--- src/rtl/prime_pkg.sv ---
// Shared types and constants for the prime range-sweep controller.
package prime_pkg;

    // Default candidate width; matches the prime detector's N input.
    localparam int unsigned PRIME_W = 32;

    typedef enum logic [1:0] {
        StIdle,
        StIssue,
        StWait,
        StDone
    } sweep_state_t;

endpackage

--- src/rtl/prime_fifo.sv ---
// Small synchronous FIFO holding primes found by the sweep.
// Supports push and pop in the same cycle, including when full.
// o_full_next gives the full flag that will be registered at the next edge,
// so the controller can register its issue-valid without a bubble.
module prime_fifo #(
    parameter int unsigned WIDTH = 32,
    parameter int unsigned DEPTH = 4
) (
    input  logic             i_clk,
    input  logic             i_rst_n,
    input  logic             i_push,
    input  logic [WIDTH-1:0] i_data,
    input  logic             i_pop,
    output logic [WIDTH-1:0] o_data,
    output logic             o_full,
    output logic             o_empty,
    output logic             o_full_next
);

    localparam int unsigned AW = $clog2(DEPTH);

    logic [WIDTH-1:0] r_mem [DEPTH];
    logic [AW-1:0]    r_wr_ptr;
    logic [AW-1:0]    r_rd_ptr;
    logic [AW:0]      r_count;
    logic [AW:0]      w_count_nxt;
    logic             w_push_ok;
    logic             w_pop_ok;

    assign o_full    = (r_count == (AW+1)'(DEPTH));
    assign o_empty   = (r_count == '0);
    assign o_data    = r_mem[r_rd_ptr];
    // A pop frees a slot in the same cycle, so a full FIFO can still accept.
    assign w_pop_ok  = i_pop && !o_empty;
    assign w_push_ok = i_push && (!o_full || w_pop_ok);

    // Occupancy after this edge.
    always_comb begin
        w_count_nxt = r_count + (AW+1)'(w_push_ok) - (AW+1)'(w_pop_ok);
        o_full_next = (w_count_nxt == (AW+1)'(DEPTH));
    end

    // Storage, pointers and occupancy; reset clears everything including data.
    always_ff @(posedge i_clk or negedge i_rst_n) begin
        if (!i_rst_n) begin
            for (int i = 0; i < DEPTH; i++) begin
                r_mem[i] <= '0;
            end
            r_wr_ptr <= '0;
            r_rd_ptr <= '0;
            r_count  <= '0;
        end else begin
            if (w_push_ok) begin
                r_mem[r_wr_ptr] <= i_data;
                r_wr_ptr        <= r_wr_ptr + AW'(1);
            end
            if (w_pop_ok) begin
                r_rd_ptr <= r_rd_ptr + AW'(1);
            end
            r_count <= w_count_nxt;
        end
    end

endmodule

--- src/rtl/prime_sweep_ctrl.sv ---
// Range-sweep sequencer feeding the prime detector.
// Walks cur from lo to hi, issuing one candidate at a time over valid/ready,
// consumes the verdict, counts primes and buffers them in prime_fifo.
// Optional build macro PRIME_SWEEP_SKIP_EVEN_EN: even candidates other than 2
// are stepped over in ISSUE (one cycle each) without being issued.
module prime_sweep_ctrl
    import prime_pkg::*;
#(
    parameter int unsigned WIDTH      = PRIME_W,
    parameter int unsigned FIFO_DEPTH = 4
) (
    input  logic             i_clk,
    input  logic             i_rst_n,
    input  logic             i_start,
    input  logic [WIDTH-1:0] i_lo,
    input  logic [WIDTH-1:0] i_hi,
    output logic             o_busy,
    output logic             o_done,
    output logic             o_cand_valid,
    input  logic             i_cand_ready,
    output logic [WIDTH-1:0] o_cand_n,
    input  logic             i_res_valid,
    input  logic             i_res_is_prime,
    output logic             o_prime_valid,
    input  logic             i_prime_ready,
    output logic [WIDTH-1:0] o_prime_n,
    output logic [WIDTH-1:0] o_prime_count
);

    sweep_state_t     r_state;
    sweep_state_t     w_state_nxt;
    logic [WIDTH-1:0] r_cur;
    logic [WIDTH-1:0] w_cur_nxt;
    logic [WIDTH-1:0] r_hi;
    logic [WIDTH-1:0] r_prime_count;
    logic             r_cand_valid;
    logic             r_busy;
    logic             r_done;
    logic             w_cand_valid_nxt;
    logic             w_busy_nxt;
    logic             w_done_nxt;
    logic             w_start_acc;
    logic             w_xfer;
    logic             w_verdict;
    logic             w_last;
    logic             w_skip;
    logic             w_skip_nxt;
    logic             w_push;
    logic             w_pop;
    logic             w_fifo_full;
    logic             w_fifo_empty;
    logic             w_fifo_full_nxt;

    assign w_start_acc = (r_state == StIdle) && i_start;
    // cand_valid is only ever high in ISSUE, so no state qualifier is needed.
    assign w_xfer      = r_cand_valid && i_cand_ready;
    assign w_verdict   = (r_state == StWait) && i_res_valid;
    // Equality before increment keeps hi = all-ones from wrapping cur.
    assign w_last      = (r_cur == r_hi);
    assign w_pop       = i_prime_ready && !w_fifo_empty;
    // Issue gating already guarantees space; the full check is a backstop.
    assign w_push      = w_verdict && i_res_is_prime && (!w_fifo_full || w_pop);

`ifdef PRIME_SWEEP_SKIP_EVEN_EN
    assign w_skip     = (r_state == StIssue) && !r_cur[0] && (r_cur != WIDTH'(2));
    assign w_skip_nxt = !w_cur_nxt[0] && (w_cur_nxt != WIDTH'(2));
`else
    assign w_skip     = 1'b0;
    assign w_skip_nxt = 1'b0;
`endif

    // FSM state register.
    always_ff @(posedge i_clk or negedge i_rst_n) begin
        if (!i_rst_n) begin
            r_state <= StIdle;
        end else begin
            r_state <= w_state_nxt;
        end
    end

    // FSM next-state logic.
    always_comb begin
        w_state_nxt = r_state;
        unique case (r_state)
            StIdle: begin
                if (i_start) begin
                    w_state_nxt = (i_lo > i_hi) ? StDone : StIssue;
                end
            end
            StIssue: begin
                if (w_skip) begin
                    w_state_nxt = w_last ? StDone : StIssue;
                end else if (w_xfer) begin
                    w_state_nxt = StWait;
                end
            end
            StWait: begin
                if (i_res_valid) begin
                    w_state_nxt = w_last ? StDone : StIssue;
                end
            end
            StDone:  w_state_nxt = StIdle;
            default: w_state_nxt = StIdle;
        endcase
    end

    // FSM outputs, computed one cycle ahead so the ports come straight from flops.
    always_comb begin
        w_cand_valid_nxt = (w_state_nxt == StIssue) && !w_fifo_full_nxt && !w_skip_nxt;
        w_busy_nxt       = (w_state_nxt != StIdle);
        w_done_nxt       = (w_state_nxt == StDone);
    end

    // Next candidate value.
    always_comb begin
        w_cur_nxt = r_cur;
        unique case (r_state)
            StIdle:  if (i_start) w_cur_nxt = i_lo;
            StIssue: if (w_skip && !w_last) w_cur_nxt = r_cur + WIDTH'(1);
            StWait:  if (i_res_valid && !w_last) w_cur_nxt = r_cur + WIDTH'(1);
            default: w_cur_nxt = r_cur;
        endcase
    end

    // Datapath and registered outputs.
    always_ff @(posedge i_clk or negedge i_rst_n) begin
        if (!i_rst_n) begin
            r_cur         <= '0;
            r_hi          <= '0;
            r_prime_count <= '0;
            r_cand_valid  <= 1'b0;
            r_busy        <= 1'b0;
            r_done        <= 1'b0;
        end else begin
            r_cur        <= w_cur_nxt;
            r_cand_valid <= w_cand_valid_nxt;
            r_busy       <= w_busy_nxt;
            r_done       <= w_done_nxt;
            if (w_start_acc) begin
                r_hi          <= i_hi;
                r_prime_count <= '0;
            end else if (w_push && (r_prime_count != '1)) begin
                r_prime_count <= r_prime_count + WIDTH'(1);
            end
        end
    end

    prime_fifo #(
        .WIDTH (WIDTH),
        .DEPTH (FIFO_DEPTH)
    ) u_fifo (
        .i_clk       (i_clk),
        .i_rst_n     (i_rst_n),
        .i_push      (w_push),
        .i_data      (r_cur),
        .i_pop       (w_pop),
        .o_data      (o_prime_n),
        .o_full      (w_fifo_full),
        .o_empty     (w_fifo_empty),
        .o_full_next (w_fifo_full_nxt)
    );

    assign o_busy        = r_busy;
    assign o_done        = r_done;
    assign o_cand_valid  = r_cand_valid;
    assign o_cand_n      = r_cur;
    assign o_prime_valid = !w_fifo_empty;
    assign o_prime_count = r_prime_count;

endmodule

--- config.mk ---
export PLATFORM = sky130hd
export DESIGN_NAME = prime_sweep_ctrl
export DESIGN_NICKNAME = d
export VERILOG_FILES = /design/src/rtl/prime_pkg.sv /design/src/rtl/prime_fifo.sv /design/src/rtl/prime_sweep_ctrl.sv
export SDC_FILE = /design/constraint.sdc
export NUM_CORES = 1
export LEC_CHECK = 0
export BUFFER_PORTS_ARGS = -buffer_cell sky130_fd_sc_hd__buf_2
export CAP_MARGIN = 20
export CELL_PAD_IN_SITES_DETAIL_PLACEMENT = 1
export CELL_PAD_IN_SITES_GLOBAL_PLACEMENT = 1
export CORE_ASPECT_RATIO = 1.5
export CORE_MARGIN = 4
export CORE_UTILIZATION = 46
export CTS_CLUSTER_SIZE = 16
export DETAILED_ROUTE_END_ITERATION = 10
export PLACE_DENSITY_LB_ADDON = 0.1
export SETUP_SLACK_MARGIN = 0.1
export SYNTH_ARGS = -nofsm -noshare
export SYNTH_HDL_FRONTEND = slang
export SYNTH_SLANG_ARGS = --single-unit
export TNS_END_PERCENT = 100
--- constraint.sdc ---
create_clock -name i_clk -period 3.5 [get_ports i_clk]
set_clock_uncertainty 0.1 [all_clocks]
set_input_delay 1.05 -clock i_clk [delete_from_list [all_inputs] [get_ports i_clk]]
set_output_delay 1.05 -clock i_clk [all_outputs]
set_load 0.005 [all_outputs]
==> out/metrics.yaml <==
finalHoldViolations: 0
htree_levels: 1
yosys_warnings: 0
wirelength_mm: 35.3
worst_slew_pin_slew_ns: 0.994
die-area_mm2: 0.0294
syn_to_final_growth_pct: 16.7
maxSlewViolCount: 0
die_y_um: 208
core_mm2: 0.0260
hold_buffers: 0
final_common_cell: "dfrtp_1"
synth_fp_nets: 1191
swShare: 0.364
hold_slack_ns: 0.399
syn_inst: 1079
fin_setup_tns_ns: 0
dpl.hpwl_mm: 25.1
ff2ff_setup_slack_ns: 0.72
multiInputGateArea_mm2: 0.00587
maxSlewHeadroom: 0.337
synth_seq_cells: 236
cts_resized: 0
track_usage: 0.241
clkPwrFrac: 0.232
power_frac_comb: 0.352
fin_crit_ns: 3.12
wl_per_cell_um: 22.3
power_w: 0.0113
cpLargestDelayFamily: "multiplexers"
utilization: 0.550
rows: 72
max_stage_delay_ns: 0.57
path_max_fanout: 17
remaining_drc_errors: 0
cp_cell_sequence: "buf_4, mux4_2, buf_2"
clock_latency_ns: 0.53
p_sw_w: 0.00410
p_leak_nw: 7.01
grt_pass1_wl_mm: 56.4
synth_edf_count: 0
clk_path_buf_depth: 3
internal-power_w: 0.00716
antenna_found_initial: 2
hp-class: "input port to asynchronous set/reset pin"
end_kind: "primary output"
cp_data_required_time_ns: 2.35
synth_seq_area_share: 0.482
seqCellArea_mm2: 0.00591
gp_congestion: 0.819
fmax_ghz: 0.321
grt_max_degree: 83
nets: 1341
setup_ws_ns: 0.385
root_buffer: "clkbuf_16"
layout_common_cells: "dfrtp_1 (235), buf_2 (169), mux2_2 (128)"
dr.pass1.iters: 4
final.period_utilization: 0.890
outcome: "complete, no violations"
drtIter0Drc: 314
io_pins: 171
grt_overflow: 0
synth-main-ff-cell: "dfrtp_1"
cts_made_buffers: 25
synth.distinct_cells: 58
clk_pin_slew_worst_paths_ns: 0.06
cts_setup_buffers: 0
drtAntennaViolNets: 0
crit_type: "flop to primary output"
grt_pass1_vias: 10100
initial_core_util: 0.471
avgSynthCellArea_um2: 11.4
sequentialPowerShare: 0.416
crit_arrival_ns: 1.97
worst-path-buf-inv: 2
cts_tree: "done"
cts.sinks: 236
fp.dieW_um: 141
startpoint_type: "flop"
ys_async_sr_fraction: 1.00
dr_total_vias: 9235
nFillCells: 2824
drv_cap: 0
vdd.ir_drop.worst_uv: 470
crit_slowest_cell: "mux4_2"
powerDensity_mw_per_mm2: 787
finalSetupViolCount: 0
dpl_worst_slack_ns: 0.0720
drive_gt1_frac: 0.333
syn_area_mm2: 0.0123
portBuffers: 170
rsz0062_at_grt: "no"
drt-vias-per-instance: 5.84
-- final timing paths --
check / startpoint / depth (start not counted) / endpoint
hold / removal: i_rst_n / 1 / u_fifo.r_mem[105]
min in group i_clk: r_hi[2] / 2 / r_hi[2]
hold reg to reg: r_hi[2] / 2 / r_hi[2]
setup / recovery: u_fifo.r_rd_ptr[0] / 3 / o_prime_n[25]
setup reg to reg: u_fifo.r_count[0] / 10 / o_cand_valid
max in group asynchronous: i_rst_n / 2 / u_fifo.r_mem[26]
-- through the flow --
| step | cell area (um^2) | instances |
|---|---|---|
| after floorplan | 12300 | 1079 |
| after global placement | 13500 | 1535 |
| after detailed placement | 13500 | 1535 |
| after CTS | 14300 | 1580 |
| after global routing | 14300 | 1580 |
| final | 14300 | 1582 |
-- worst reg2reg max path, delay by kind of cell (launching register included) --
| kind | cells | cell delay, ns |
|---|---|---|
| simple gates | 4 | 0.92 |
| fa+ha+maj | 3 | 0.87 |
| flops | 1 | 0.39 |
| xor+xnor | 2 | 0.37 |
| buf+inv | 1 | 0.04 |
-- Yosys cell counts (10+ instances only) --
master	n	area, um^2
xor2_1	49	429
nand3_1	25	125
o22a_1	30	263
a31oi_1	27	169
mux2_2	128	1440
or3_1	10	62.6
a21oi_1	62	310
nand2_1	67	251
clkbuf_1	41	154
o21ai_0	46	230
dfrtp_1	236	5910
mux4_2	32	721
xnor2_1	10	87.6
nor2_1	63	236
and3_1	17	106
inv_1	41	154
ha_1	40	500
buf_4	13	97.6
nand4_1	24	150
nor4_1	11	68.8
buf_2	14	70.1
-- area by class of cell --
type | count | share of cell area
clock buffer | 34 | 0.0503
inverter | 41 | 0.0108
tap | 333 | 0.0291
sequential | 236 | 0.413
clock inverter | 11 | 0.00612
antenna | 2 | 0.000350
multi-input combinational | 725 | 0.410
timing repair buffer | 200 | 0.0803
-- state kept, by name, indices dropped and copies added, names as in the netlist --
register	cells
o_cand_n	32
u_fifo.r_rd_ptr	2
o_done	1
o_cand_valid	1
o_prime_count	32
u_fifo.r_wr_ptr	2
u_fifo.r_mem	128
o_busy	1
r_hi	32
u_fifo.r_count	3
r_state	2
-- per-layer routing --
metal	part of all wire	GRT usage
met3	0.055	0.0420
met1	0.40	0.299
met4	0.030	0.0742
met2	0.52	0.425
met5	0.00040	0
-- logic make-up (layout without fill, tap and decap cells) --
group / count (synthesis) / after routing / share of synthesized area
xor gates and xnor gates: 59 / 59 / 0.0422
buffers and inverters: 118 / 286 / 0.0415
DFF: 236 / 236 / 0.482
adders and majority gates: 41 / 41 / 0.0425
muxes: 162 / 162 / 0.178
AOI/OAI and AO/OA: 193 / 193 / 0.0982
and+or+nand+nor: 270 / 270 / 0.116
other: 0 / 2 / 0
-- power by group through the flow --
stage | clock, W | sequential, W | combinational [W]
after CTS | 0.00267 | 0.00470 | 0.00405
after global placement | 0 | 0.00466 | 0.00392
after floorplan | 0 | 0.00425 | 0.00283
final | 0.00261 | 0.00469 | 0.00396
after detailed placement | 0 | 0.00474 | 0.00401
after global routing | 0.00279 | 0.00485 | 0.00438
(Power assumes the default switching activity.)
